`src/rtl/wb_pipe_stage.sv`:
```
// MEM->WB pipeline stage: DEPTH-entry skid buffer with valid/ready handshake,
// flush, exactly-once GPR/CSR write strobes and a retire pulse per instruction.
module wb_pipe_stage #(
  parameter int unsigned INST_W   = 32,
  parameter int unsigned IADDR_W  = 32,
  parameter int unsigned RADDR_W  = 5,
  parameter int unsigned RDATA_W  = 32,
  parameter int unsigned CADDR_W  = 12,
  parameter int unsigned CDATA_W  = 32,
  parameter int unsigned DEPTH    = 2,
  parameter logic [INST_W-1:0] NOP_INST = INST_W'(32'h00000013)
) (
  input  logic               clk,
  input  logic               rstn,
  input  logic               in_valid_i,
  output logic               in_ready_o,
  input  logic [INST_W-1:0]  inst_i,
  input  logic [IADDR_W-1:0] instaddr_i,
  input  logic               regs_wen_i,
  input  logic [RADDR_W-1:0] rd_addr_i,
  input  logic [RDATA_W-1:0] rd_data_i,
  input  logic               csr_wen_i,
  input  logic [CADDR_W-1:0] csr_wr_addr_i,
  input  logic [CDATA_W-1:0] csr_wr_data_i,
  input  logic               hold_i,
  input  logic               flush_i,
  output logic               out_valid_o,
  output logic [INST_W-1:0]  inst_o,
  output logic [IADDR_W-1:0] instaddr_o,
  output logic               regs_wen_o,
  output logic [RADDR_W-1:0] rd_addr_o,
  output logic [RDATA_W-1:0] rd_data_o,
  output logic               csr_wen_o,
  output logic [CADDR_W-1:0] csr_wr_addr_o,
  output logic [CDATA_W-1:0] csr_wr_data_o,
  output logic               instret_incr_o,
  output logic [1:0]         count_o
);

  localparam int unsigned PTR_W = (DEPTH > 1) ? $clog2(DEPTH) : 1;
  localparam logic [1:0]       DEPTH_C  = 2'(DEPTH);
  localparam logic [PTR_W-1:0] LAST_PTR = PTR_W'(DEPTH - 1);

  logic [1:0]       count_q, count_d;
  logic [PTR_W-1:0] wr_ptr_q, wr_ptr_d;
  logic [PTR_W-1:0] rd_ptr_q, rd_ptr_d;

  // Payload storage; validity is implied by count, so no reset is needed.
  logic [INST_W-1:0]  inst_q     [DEPTH];
  logic [IADDR_W-1:0] instaddr_q [DEPTH];
  logic               regs_wen_q [DEPTH];
  logic [RADDR_W-1:0] rd_addr_q  [DEPTH];
  logic [RDATA_W-1:0] rd_data_q  [DEPTH];
  logic               csr_wen_q  [DEPTH];
  logic [CADDR_W-1:0] csr_addr_q [DEPTH];
  logic [CDATA_W-1:0] csr_data_q [DEPTH];

  logic ready_c;
  logic valid_c;
  logic push_c;
  logic pop_c;

  function automatic logic [PTR_W-1:0] ptr_inc(input logic [PTR_W-1:0] p);
    return (p == LAST_PTR) ? '0 : p + PTR_W'(1);
  endfunction

  // Handshake terms; ready depends on registered occupancy only.
  always_comb begin
    ready_c = (count_q < DEPTH_C);
    valid_c = (count_q != 2'd0);
    push_c  = in_valid_i & ready_c & ~flush_i;
    pop_c   = valid_c & ~hold_i & ~flush_i;
  end

  // Pointer and occupancy next state; flush wins over everything.
  always_comb begin
    count_d  = count_q;
    wr_ptr_d = wr_ptr_q;
    rd_ptr_d = rd_ptr_q;
    if (flush_i) begin
      count_d  = 2'd0;
      wr_ptr_d = '0;
      rd_ptr_d = '0;
    end else begin
      if (push_c) wr_ptr_d = ptr_inc(wr_ptr_q);
      if (pop_c)  rd_ptr_d = ptr_inc(rd_ptr_q);
      case ({push_c, pop_c})
        2'b10:   count_d = count_q + 2'd1;
        2'b01:   count_d = count_q - 2'd1;
        default: count_d = count_q;
      endcase
    end
  end

  always_ff @(posedge clk or negedge rstn) begin
    if (!rstn) begin
      count_q  <= 2'd0;
      wr_ptr_q <= '0;
      rd_ptr_q <= '0;
    end else begin
      count_q  <= count_d;
      wr_ptr_q <= wr_ptr_d;
      rd_ptr_q <= rd_ptr_d;
    end
  end

  always_ff @(posedge clk) begin
    if (push_c) begin
      inst_q[wr_ptr_q]     <= inst_i;
      instaddr_q[wr_ptr_q] <= instaddr_i;
      regs_wen_q[wr_ptr_q] <= regs_wen_i;
      rd_addr_q[wr_ptr_q]  <= rd_addr_i;
      rd_data_q[wr_ptr_q]  <= rd_data_i;
      csr_wen_q[wr_ptr_q]  <= csr_wen_i;
      csr_addr_q[wr_ptr_q] <= csr_wr_addr_i;
      csr_data_q[wr_ptr_q] <= csr_wr_data_i;
    end
  end

  // Head presentation; strobes only fire in the cycle the head is popped.
  always_comb begin
    in_ready_o     = ready_c;
    out_valid_o    = valid_c;
    count_o        = count_q;
    instret_incr_o = pop_c;
    inst_o         = NOP_INST;
    instaddr_o     = '0;
    regs_wen_o     = 1'b0;
    rd_addr_o      = '0;
    rd_data_o      = '0;
    csr_wen_o      = 1'b0;
    csr_wr_addr_o  = '0;
    csr_wr_data_o  = '0;
    if (valid_c) begin
      inst_o        = inst_q[rd_ptr_q];
      instaddr_o    = instaddr_q[rd_ptr_q];
      rd_addr_o     = rd_addr_q[rd_ptr_q];
      rd_data_o     = rd_data_q[rd_ptr_q];
      csr_wr_addr_o = csr_addr_q[rd_ptr_q];
      csr_wr_data_o = csr_data_q[rd_ptr_q];
      regs_wen_o    = pop_c & regs_wen_q[rd_ptr_q] & (rd_addr_q[rd_ptr_q] != '0);
      csr_wen_o     = pop_c & csr_wen_q[rd_ptr_q];
    end
  end

endmodule
```
`config.mk`:
```
export PLATFORM = sky130hd
export DESIGN_NAME = wb_pipe_stage
export DESIGN_NICKNAME = d
export VERILOG_FILES = /design/src/rtl/wb_pipe_stage.sv
export SDC_FILE = /design/constraint.sdc
export NUM_CORES = 1
export LEC_CHECK = 0
export ABC_AREA = 1
export BUFFER_PORTS_ARGS = -buffer_cell sky130_fd_sc_hd__buf_2
export CAP_MARGIN = 10
export CORE_MARGIN = 8
export CORE_UTILIZATION = 55
export DETAILED_ROUTE_END_ITERATION = 10
export GPL_ROUTABILITY_DRIVEN = 1
export GPL_TIMING_DRIVEN = 0
export PLACE_DENSITY = 0.93
export SETUP_SLACK_MARGIN = 0.5
export SLEW_MARGIN = 20
export SYNTH_ARGS = -nofsm -noshare
export SYNTH_HDL_FRONTEND = slang
export SYNTH_SLANG_ARGS = --single-unit
```
`constraint.sdc`:
```
create_clock -name clk -period 20.8 [get_ports clk]
set_input_delay 4.16 -clock clk [delete_from_list [all_inputs] [get_ports clk]]
set_output_delay 4.16 -clock clk [all_outputs]
set_load 0.02 [all_outputs]
```
==> metrics.log, run 1 <==
INFO  metric result_of_the_run = completed
INFO  metric design.portCount = between 300 and 400
INFO  metric critical_path.endpoint_type = output port
INFO  metric post_route_cells_drive_above_1_share = approximately 34%
INFO  metric cts_tree = yes
INFO  metric worstMarginPinSlew = 550 ps
INFO  metric global_route.usage.total = 22.5%
INFO  metric hold_path_startpoint = wr_ptr_q
INFO  metric power_density = 131 nW/um^2
INFO  metric setup.worst_path.class = in -> out
INFO  metric most-common-layout-cells = sky130_fd_sc_hd__buf_2 (344), sky130_fd_sc_hd__nand2_1 (302), sky130_fd_sc_hd__edfxtp_1 (294)
INFO  metric critical_path.top_delay_family = buffers and inverters
INFO  metric routed_via_density = 5.46
INFO  metric placed_cells = 1412
INFO  metric switching_power = 676 uW
INFO  metric grt_max_degree = 28
INFO  metric num_vias = 8005
INFO  metric n_fill_cell = 1249
INFO  metric synth.largest_area_cell = sky130_fd_sc_hd__edfxtp_1
INFO  metric clock_sink_count = roughly 300
INFO  metric slowest_stage = sky130_fd_sc_hd__buf_2
INFO  metric final_hold_viol_count = 0
INFO  metric use_met1 = 24.8%
INFO  metric p_int = 1190 uW
INFO  metric portion_of_total_power_attributed_to_the_clock_network = a little over a quarter
INFO  metric max_fanout_on_critical_path = 7
INFO  metric critPathMaxStageDelay = 180 ps
INFO  metric swShare = 36.2%
INFO  metric number_of_nets_in_the_final_layout = 1325
INFO  metric cellLeakagePower = 0.00577 uW
INFO  metric fin_worst_skew = 14.0 ps
INFO  metric slew_limit_fails = 0
INFO  metric most_common_cell_after_layout_fill_and_taps_aside = sky130_fd_sc_hd__buf_2
INFO  metric dr_drc_count = 0
INFO  metric yosysWarnings = 0
INFO  metric cts_hold_buffers = 0
INFO  metric crit_path_cell_trace = buf_2 > inv_2 > nand3_4 > a21oi_1 > o21a_1 > buf_2
INFO  metric number_of_cell_rows = 52
INFO  metric synthToLayoutAreaGrowth = 27.2%
INFO  metric setup.worst_path.start_class = primary input
INFO  metric ant_nets = 0
INFO  metric finalWorstPathRequiredPeriod = 9150 ps
INFO  metric number_of_unique_standard_cell_types_used_by_synthesis = 22
INFO  metric detail_route.wirelength = 29.5 mm
INFO  metric grt_use_met2 = 40.9%
INFO  metric synth.net_count = 979
INFO  metric regArea = 8930 sq um
INFO  metric clock-root-buffer = sky130_fd_sc_hd__clkbuf_16
INFO  metric fp.coreArea = 20100 sq um
INFO  metric multiInputGateArea = 2030 sq um
INFO  metric detailedPlacementHpwl = 20.7 mm
INFO  metric postSynthRegisterBits = approximately 300
INFO  metric route.detailed.wl_per_inst = 20.2 um
INFO  metric synth_sequential_area_ratio = 79.6%
INFO  metric cts.reportedPaths.clkPinSlew = 60 ps
INFO  metric dpl_worst_slack = 11660 ps
INFO  metric synth.cell_area = 11200 sq um
INFO  metric floorplan.die.width = 159 um
INFO  metric die_h = around 160 um
INFO  metric setup_fix_buffers_added_after_clock_tree_synthesis = 0
INFO  metric rsz0062_at_grt = false
INFO  metric clock_latency = between 500 and 600 ps
INFO  metric cp_data_required_time = 16640 ps
INFO  metric cpMostUsedCell = sky130_fd_sc_hd__buf_2
INFO  metric ctsHtreeMaxLevel = 1
INFO  metric first_pass_grt_wire_length = 45.3 mm
INFO  metric postCtsResizedCells = 0
INFO  metric cp_data_arrival_time = 4990 ps
INFO  metric gp_congestion = 0.775
INFO  metric cts_made_buffers = 29
INFO  metric numPortBuffers = 303
INFO  metric final_core_utilization = 70.9%
INFO  metric grt_pass1_vias = about 8300
INFO  metric critPathBufInv = 3
INFO  metric setup_ws = roughly 12000 ps
INFO  metric synth.top_cells.by_area = sky130_fd_sc_hd__edfxtp_1 (79%), sky130_fd_sc_hd__nand2_1 (10%), sky130_fd_sc_hd__a21oi_1 (6.5%)
INFO  metric comb_power_share = 33.7%
INFO  metric instances_no_fill = ~1500
INFO  metric initial_core_util = 55.8%
INFO  metric final.setup.tns = 0 ps
INFO  metric maxSlewHeadroom = between 60% and 70%
INFO  metric critical_path.startpoint = flush_i
INFO  metric maxCapViolations = 0
INFO  metric vdd_drop_max = 0.000103 V
INFO  metric fmax = between 100 and 150 MHz
INFO  metric r2r_start = count_o[1]
INFO  metric clock_tree.buffer_depth = 3
INFO  metric antenna_violations_before_repair = 6
INFO  metric detailedRoute.firstPassIterationCount = 7
INFO  metric min_path_type = reg -> reg
INFO  metric power.sequential.fraction = 39.5%
INFO  metric synthDominantCellAreaShare = 78.7%
INFO  metric globalRoute.busiestLayer = met2
INFO  metric fp.dieArea = 25200 sq um
INFO  metric dr.first_iter.drc_count = 701
INFO  metric final_period_utilization = 44.0%
INFO  metric finalSetupViolCount = 0
INFO  metric post_syn_area_per_cell = 13.6 sq um
INFO  metric postSynthCellCount = around 830
INFO  metric groute.layer.met3.usage = 6.41%
INFO  metric global_route.overflow_total = 0
## registers in the layout (all words and copies together) (netlist names)
register,cells
csr_data_q,64
inst_q,64
instaddr_q,64
rd_data_q,64
csr_addr_q,24
rd_addr_q,10
count_o,2
csr_wen_q,2
regs_wen_q,2
rd_ptr_q,1
wr_ptr_q,1
## tightest hold or removal path: cells and delay by family (launching register included)
family | cells | cell delay, ps
compound gates | 1 | 80
buf+inv | 1 | 120
flops | 1 | 410
## synth_stat cells
master	instances
sky130_fd_sc_hd__nand3_4	1
sky130_fd_sc_hd__clkbuf_1	5
sky130_fd_sc_hd__o21ai_1	2
sky130_fd_sc_hd__nand2_2	2
sky130_fd_sc_hd__nor2_1	5
sky130_fd_sc_hd__buf_2	41
sky130_fd_sc_hd__nor2_2	1
sky130_fd_sc_hd__inv_2	4
sky130_fd_sc_hd__o21ai_0	1
sky130_fd_sc_hd__buf_4	1
sky130_fd_sc_hd__inv_1	5
sky130_fd_sc_hd__nor2_4	1
sky130_fd_sc_hd__or2_1	1
sky130_fd_sc_hd__dfrtp_1	4
sky130_fd_sc_hd__nand3_1	8
sky130_fd_sc_hd__a21oi_1	145
sky130_fd_sc_hd__nand4_1	1
sky130_fd_sc_hd__o21bai_1	1
sky130_fd_sc_hd__edfxtp_1	294
sky130_fd_sc_hd__nand2_4	1
sky130_fd_sc_hd__nand2_1	302
sky130_fd_sc_hd__o21a_1	1
## final timing paths
path                            cells after the start               end  slack, ps
worst max-delay path                                6        regs_wen_o      11650
worst min-delay path                                2          wr_ptr_q        660
worst max register to register                      6  rd_data_q[1][15]      18540
worst min register to register                      2          wr_ptr_q        660
max in group asynchronous                           1          wr_ptr_q      17220
min in group asynchronous                           1        count_o[1]       3440
## power by group through the flow
stage                     clock (uW)  combinational [uW]  sequential, uW
final                            500                 630             738
after global routing             526                 678             741
after CTS                        505                 635             737
after detailed placement           0                 628             749
after global placement             0                 597             765
after floorplan                    0                 375             759
## final cells by class
cell class | instances | area share [%]
clock inverter | 13 | 1.01
timing repair buffer | 315 | 12.5
buffer | 47 | 1.62
antenna | 3 | 0.0526
multi-input combinational | 473 | 14.3
tap | 270 | 2.37
sequential | 298 | 62.6
inverter | 9 | 0.237
clock buffer | 37 | 5.30
## routing by layer
layer  up-vias  routed length (um)
met4         6                 883
met1      3860               10400
li1       3634                   -
met3        71                2810
met2       434               15400
met5         -                  34
## stage by stage
step / hold slack, ps / instance area [sq um] / total power [uW]
6_report: 656 / 14300 / 1870
5_1_grt: 678 / 14300 / 1940
3_3_place_gp: 534 / 13100 / 1360
4_1_cts: 654 / 14300 / 1880
2_1_floorplan: 522 / 11200 / 1130
3_5_place_dp: 648 / 13400 / 1380
## logic make-up after synthesis
group                  Yosys count  share of synthesized area [%]
AOI/OAI and AO/OA              150                           6.74
buffers and inverters           56                           2.37
DFF                            298                           79.6
and+or+nand+nor                323                           11.3
Note: power is estimated with default switching activity, not from simulation.
==> run 2, diff against run 1 <==
--- a/config.mk
+++ b/config.mk
@@ -9,11 +9,11 @@
 export BUFFER_PORTS_ARGS = -buffer_cell sky130_fd_sc_hd__buf_2
 export CAP_MARGIN = 10
 export CORE_MARGIN = 8
-export CORE_UTILIZATION = 55
+export CORE_UTILIZATION = 52
 export DETAILED_ROUTE_END_ITERATION = 10
 export GPL_ROUTABILITY_DRIVEN = 1
 export GPL_TIMING_DRIVEN = 0
-export PLACE_DENSITY = 0.93
+export PLACE_DENSITY = 0.89
 export SETUP_SLACK_MARGIN = 0.5
 export SLEW_MARGIN = 20
 export SYNTH_ARGS = -nofsm -noshare
==> constraint.sdc (replaced) <==
create_clock -name clk -period 8.8 [get_ports clk]
set_input_delay 1.76 -clock clk [delete_from_list [all_inputs] [get_ports clk]]
set_output_delay 1.76 -clock clk [all_outputs]
set_load 0.02 [all_outputs]
==> run 2 against run 1 <==
Net effect:
- via count fell by 3.1%
- clock power rose to 2.5 times the previous value
- non-clock buffer count rose by 1
- first-iteration DRC count fell by 28%
- global-route usage fell by 0.96 points
- critical path depth did not move
- count of clock-buffer cells in the layout fell by 6
- sequential share of layout area fell by 0.39 points
- flip-flop and latch count did not move
- largest power group unchanged
- final area rose by 0.62%
==> metrics.log, run 2 (synthesis results as in run 1) <==
INFO  metric finalInstanceArea = 14300 sq um
INFO  metric fp.coreArea = 21100 sq um
INFO  metric initial_core_util = 53.2%
INFO  metric fp.dieArea = 26500 sq um
INFO  metric critPathBufInv = 3
INFO  metric instances_no_fill = between 1000 and 1500
INFO  metric floorplan.die.width = ~160 um
INFO  metric worstMarginPinSlew = 553 ps
INFO  metric cts_made_buffers = 28
INFO  metric max_fanout_on_critical_path = 7
INFO  metric detailedRoute.firstPassIterationCount = 5
INFO  metric postPlaceCellArea = 13400 sq um
INFO  metric dpl_worst_slack = ~4400 ps
INFO  metric most_common_cell_after_layout_fill_and_taps_aside = sky130_fd_sc_hd__buf_2
INFO  metric vdd_drop_max = 0.000232 V
INFO  metric maxSlewHeadroom = 63.1%
INFO  metric most-common-layout-cells = sky130_fd_sc_hd__buf_2 (344), sky130_fd_sc_hd__nand2_1 (302), sky130_fd_sc_hd__edfxtp_1 (294)
INFO  metric result_of_the_run = completed
INFO  metric first_pass_grt_wire_length = 44.1 mm
INFO  metric finalSetupViolCount = 0
INFO  metric synthToLayoutAreaGrowth = 28.0%
INFO  metric setup.worst_path.start_class = primary input
INFO  metric setup_fix_buffers_added_after_clock_tree_synthesis = 0
INFO  metric routed_via_density = 5.27
INFO  metric placed_cells = 1418
INFO  metric cts.reportedPaths.clkPinSlew = 60 ps
INFO  metric min_path_type = reg -> reg
INFO  metric grt_pass1_vias = 8025
INFO  metric post_route_cells_drive_above_1_share = about 35%
INFO  metric maxCapViolations = 0
INFO  metric dr_drc_count = 0
INFO  metric final_hold_viol_count = 0
INFO  metric slowest_stage = sky130_fd_sc_hd__a21oi_1
INFO  metric final.setup.tns = 0 ps
INFO  metric setup.worst_path.class = in -> out
INFO  metric critPathMaxStageDelay = ~170 ps
INFO  metric clock_latency = 540 ps
INFO  metric slew_limit_fails = 0
INFO  metric numPortBuffers = ~300
INFO  metric rsz0062_at_grt = false
INFO  metric final_period_utilization = ~50%
INFO  metric number_of_cell_rows = 53
INFO  metric fin_worst_skew = between 20 and 25 ps
INFO  metric number_of_nets_in_the_final_layout = 1325
INFO  metric detail_route.wirelength = 29.5 mm
INFO  metric global_route.overflow_total = 0
INFO  metric cts_tree = yes
INFO  metric cpMostUsedCell = sky130_fd_sc_hd__buf_2
INFO  metric dr.first_iter.drc_count = ~500
INFO  metric route.detailed.wl_per_inst = roughly 20 um
INFO  metric clock_sink_count = 298
INFO  metric setup_ws = 4410 ps
INFO  metric power_density = around 310 nW/um^2
INFO  metric num_vias = 7758
INFO  metric ctsHtreeMaxLevel = 1
INFO  metric cp_data_arrival_time = 2630 ps
INFO  metric design.portCount = around 300
INFO  metric cellLeakagePower = 0.00583 uW
INFO  metric die_h = 163 um
INFO  metric postCtsResizedCells = 0
INFO  metric ant_nets = 0
INFO  metric fmax = 228 MHz
INFO  metric clock_tree.buffer_depth = 3
INFO  metric gp_congestion = around 0.81
INFO  metric finalWorstPathRequiredPeriod = 4390 ps
INFO  metric whs = around 650 ps
INFO  metric cts_hold_buffers = 0
INFO  metric global_route.usage.total = 21.5%
INFO  metric detailedPlacementHpwl = 21.0 mm
INFO  metric crit_path_cell_trace = buf_2 > inv_2 > nand3_4 > a21oi_1 > o21a_1 > buf_2
INFO  metric clock-root-buffer = sky130_fd_sc_hd__clkbuf_16
INFO  metric antenna_violations_before_repair = 10
INFO  metric critical_path.top_delay_family = buffers and inverters
INFO  metric cp_data_required_time = 7040 ps
INFO  metric critical_path.endpoint_type = output port
INFO  metric grt_max_degree = 29
==> run 2: cell types whose count changed in the layout (fill, tap and decap cells not counted) <==
| cell | previous run | this run |
|---|---|---|
| sky130_fd_sc_hd__buf_8 | 0 | 1 |
| sky130_fd_sc_hd__diode_2 | 3 | 2 |
| sky130_fd_sc_hd__clkinvlp_4 | 1 | 0 |
| sky130_fd_sc_hd__bufinv_16 | 3 | 5 |
| sky130_fd_sc_hd__clkbuf_1 | 13 | 7 |
| sky130_fd_sc_hd__clkinv_1 | 5 | 6 |
| sky130_fd_sc_hd__buf_12 | 8 | 6 |
| sky130_fd_sc_hd__clkinv_2 | 2 | 8 |
| sky130_fd_sc_hd__buf_16 | 4 | 6 |
| sky130_fd_sc_hd__clkinv_4 | 2 | 1 |
==> run 2: report_power, final <==
group	switching (uW)	internal, uW	total, uW
Sequential	37.4	1700	1740
Clock	503	743	1250
Combinational	1060	422	1480
==> run 2: layout make-up <==
cell class	count	area, sq um
fill	1439	6740
multi-input combinational	473	2030
buffer	47	231
sequential	298	8930
tap	275	344
clock buffer	31	733
inverter	9	33.8
antenna	2	5.00
clock inverter	20	221
timing repair buffer	316	1820
==> run 2: worst paths after layout <==
check / from / end / slack, ps / cells past startpoint
setup / recovery: flush_i / regs_wen_o / 4410 / 6
hold / removal: wr_ptr_q / wr_ptr_q / 650 / 2
setup reg to reg: count_o[1] / rd_data_q[1][24] / 6610 / 6
hold reg to reg: wr_ptr_q / wr_ptr_q / 650 / 2
max in group asynchronous: rstn / wr_ptr_q / 7640 / 1
min in group asynchronous: rstn / rd_ptr_q / 1020 / 1
==> run 2: routing by layer <==
| layer | vias up | global-route usage (%) | routed length (um) |
|---|---|---|---|
| met5 | - | 0 | 95 |
| met4 | 16 | 7.09 | 826 |
| met3 | 70 | 6.65 | 2920 |
| met2 | 374 | 39.0 | 15200 |
| met1 | 3664 | 23.6 | 10400 |
| li1 | 3634 | - | - |
==> run 2: worst reg2reg max path, stage by stage (launching register included) <==
cell and delay (ps):
sky130_fd_sc_hd__dfrtp_1 460, sky130_fd_sc_hd__inv_2 140, sky130_fd_sc_hd__nand3_1 190, sky130_fd_sc_hd__nor2_4 490, sky130_fd_sc_hd__buf_16 230, sky130_fd_sc_hd__buf_16 180, sky130_fd_sc_hd__buf_16 190
==> run 2: metrics by stage <==
step | util, % | total power, uW
after floorplan | - | 2670
after global placement | 62.0 | 3210
after detailed placement | 63.5 | 3260
after CTS | 68.0 | 4510
after global routing | 68.0 | 4670
final | 68.0 | 4470
==> run 3, diff against run 2 <==
==> constraint.sdc (replaced) <==
create_clock -name clk -period 4.1 [get_ports clk]
set_input_delay 0.82 -clock clk [delete_from_list [all_inputs] [get_ports clk]]
set_output_delay 0.82 -clock clk [all_outputs]
set_load 0.02 [all_outputs]
==> run 3 against run 2 <==
Net effect:
- worst setup slack worse by 3300 ps
- non-clock buffer count stayed put
- count of clock-buffer cells in the layout is 4 higher
- via count is 1.4% higher
==> metrics.log, run 3 (synthesis results as in run 1) <==
INFO  metric cellLeakagePower = just under 0.006 uW
INFO  metric detailedRoute.firstPassIterationCount = 5
INFO  metric global_route.overflow_total = 0
INFO  metric num_vias = 7868
INFO  metric min_path_type = in -> async
INFO  metric worstMarginPinSlew = 754 ps
INFO  metric finalWorstPathRequiredPeriod = 2960 ps
INFO  metric floorplan.die.width = 163 um
INFO  metric power_density = 656 nW/um^2
INFO  metric multiInputGateArea = between 2000 and 2500 sq um
INFO  metric initial_core_util = 53.2%
INFO  metric totalPowerFinal = 9410 uW
INFO  metric fp.dieArea = between 20000 and 30000 sq um
INFO  metric grt_max_degree = 28
INFO  metric global_route.usage.total = 21.5%
INFO  metric final.setup.tns = 0 ps
INFO  metric n_fill_cell = about 1400
INFO  metric antenna_violations_before_repair = 4
INFO  metric dr_drc_count = 0
INFO  metric slowest_stage = sky130_fd_sc_hd__dfrtp_1
INFO  metric cts_tree = yes
INFO  metric post_route_cells_drive_above_1_share = 34.1%
INFO  metric clock_tree.buffer_depth = 3
INFO  metric regToRegSetupSlack = approximately 1800 ps
INFO  metric numPortBuffers = slightly above 300
INFO  metric final_hold_viol_count = 0
INFO  metric routed_via_density = 5.35
INFO  metric final_core_utilization = about 68%
INFO  metric power.sequential.fraction = around 40%
INFO  metric max_fanout_on_critical_path = 10
INFO  metric top_layer = met5
INFO  metric postCtsResizedCells = 0
INFO  metric number_of_nets_in_the_final_layout = 1325
INFO  metric instances_no_fill = ~1500
INFO  metric dr.first_iter.drc_count = 602
INFO  metric swShare = 36.3%
INFO  metric die_h = 163 um
INFO  metric maxSlewHeadroom = between 40% and 50%
INFO  metric clock_latency = between 500 and 600 ps
INFO  metric critPathMaxStageDelay = 460 ps
INFO  metric slew_limit_fails = 0
INFO  metric cp_data_required_time = 3280 ps
INFO  metric met2WireLength = 15.7 mm
INFO  metric number_of_cell_rows = 53
INFO  metric most_common_cell_after_layout_fill_and_taps_aside = sky130_fd_sc_hd__buf_2
INFO  metric cpMostUsedCell = sky130_fd_sc_hd__buf_2
INFO  metric first_pass_grt_wire_length = 44.8 mm
INFO  metric grt_pass1_vias = 8208
INFO  metric rsz0062_at_grt = false
INFO  metric synthToLayoutAreaGrowth = 27.8%
INFO  metric maxCapViolations = 0
INFO  metric reg2reg_depth = 6
INFO  metric r2r_start = count_o[1]
INFO  metric cts_hold_buffers = 0
INFO  metric switching_power = 3420 uW
INFO  metric worst_r2r_endpoint = csr_addr_q[0][8]
INFO  metric cp_data_arrival_time = 2140 ps
INFO  metric design.portCount = 304
INFO  metric detailedPlacementHpwl = between 20 and 25 mm
INFO  metric whs = 86.0 ps
INFO  metric result_of_the_run = completed
INFO  metric final_period_utilization = 72.1%
INFO  metric regArea = 8930 sq um
INFO  metric fmax = roughly 340 MHz
INFO  metric routed-wl-met3 = 2.86 mm
INFO  metric most-common-layout-cells = sky130_fd_sc_hd__buf_2 (344), sky130_fd_sc_hd__nand2_1 (302), sky130_fd_sc_hd__edfxtp_1 (294)
INFO  metric fp.coreArea = 21100 sq um
INFO  metric detail_route.wirelength = 29.6 mm
INFO  metric ant_nets = 0
INFO  metric comb_power_share = 34.1%
INFO  metric wl_met1 = between 10 and 15 mm
INFO  metric gp_congestion = 0.803
INFO  metric setup_fix_buffers_added_after_clock_tree_synthesis = 0
INFO  metric route.detailed.wl_per_inst = 20.1 um
INFO  metric p_int = around 6000 uW
INFO  metric critical_path.top_delay_family = buffers and inverters
INFO  metric crit_path_cell_trace = nor2_4 > buf_4 > buf_2 > a21oi_1 > buf_2
INFO  metric setup.worst_path.class = reg -> out
INFO  metric placed_cells = 1418
INFO  metric critical_path.endpoint_type = output port
INFO  metric portion_of_total_power_attributed_to_the_clock_network = 26.2%
INFO  metric cts_made_buffers = 28
INFO  metric cts.reportedPaths.clkPinSlew = around 70 ps
INFO  metric vdd_drop_max = 0.000478 V
INFO  metric clock-root-buffer = sky130_fd_sc_hd__clkbuf_16
INFO  metric ctsHtreeMaxLevel = 1
INFO  metric finalSetupViolCount = 0
INFO  metric clock_sink_count = 298
INFO  metric critPathBufInv = 3
INFO  metric fin_worst_skew = roughly 14 ps
INFO  metric setup.worst_path.start_class = register
==> run 3: changes by cell type in the layout (fill, tap and decap cells not counted), sizes merged <==
cell / previous run / this run
bufinv: 5 / 2
clkbuf: 36 / 40
clkinv: 15 / 13
clkinvlp: 0 / 1
diode: 2 / 3
==> run 3: per-stage QoR <==
| step | instance area (sq um) | setup slack (ps) |
|---|---|---|
| 2_1_floorplan | 11300 | 500 |
| 3_3_place_gp | 13100 | -761 |
| 3_5_place_dp | 13500 | 1310 |
| 4_1_cts | 14300 | 1060 |
| 5_1_grt | 14300 | 1000 |
| 6_report | 14300 | 1140 |
==> run 3: cell type report <==
type	count	area share, %
clock buffer	35	5.22
multi-input combinational	473	14.3
antenna	3	0.0524
buffer	47	1.61
clock inverter	16	0.873
tap	275	2.40
sequential	298	62.3
inverter	9	0.349
timing repair buffer	316	12.9
==> run 3: how the worst max path moves through the flow <==
| stage | cells past startpoint | to | startpoint |
|---|---|---|---|
| after floorplan | 3 | csr_addr_q[0][0] | flush_i |
| after global placement | 4 | csr_addr_q[0][9] | flush_i |
| after global routing | 6 | csr_wr_data_o[1] | rd_ptr_q |
| final | 5 | rd_addr_o[2] | count_o[1] |
| after CTS | 6 | csr_wr_data_o[1] | rd_ptr_q |
| after detailed placement | 7 | csr_addr_q[0][6] | flush_i |
==> run 3: layer usage <==
metal,track usage [%],vias up
li1,-,3634
met4,6.30,4
met3,6.29,47
met2,39.1,356
met1,24.1,3827
met5,0,-
==> run 3: power groups by stage <==
stage,clock (uW),combinational (uW),sequential [uW]
after floorplan,0,1910,3810
after global placement,0,3060,3810
after detailed placement,0,3210,3800
after CTS,2500,3240,3740
after global routing,2600,3460,3760
final,2460,3210,3740
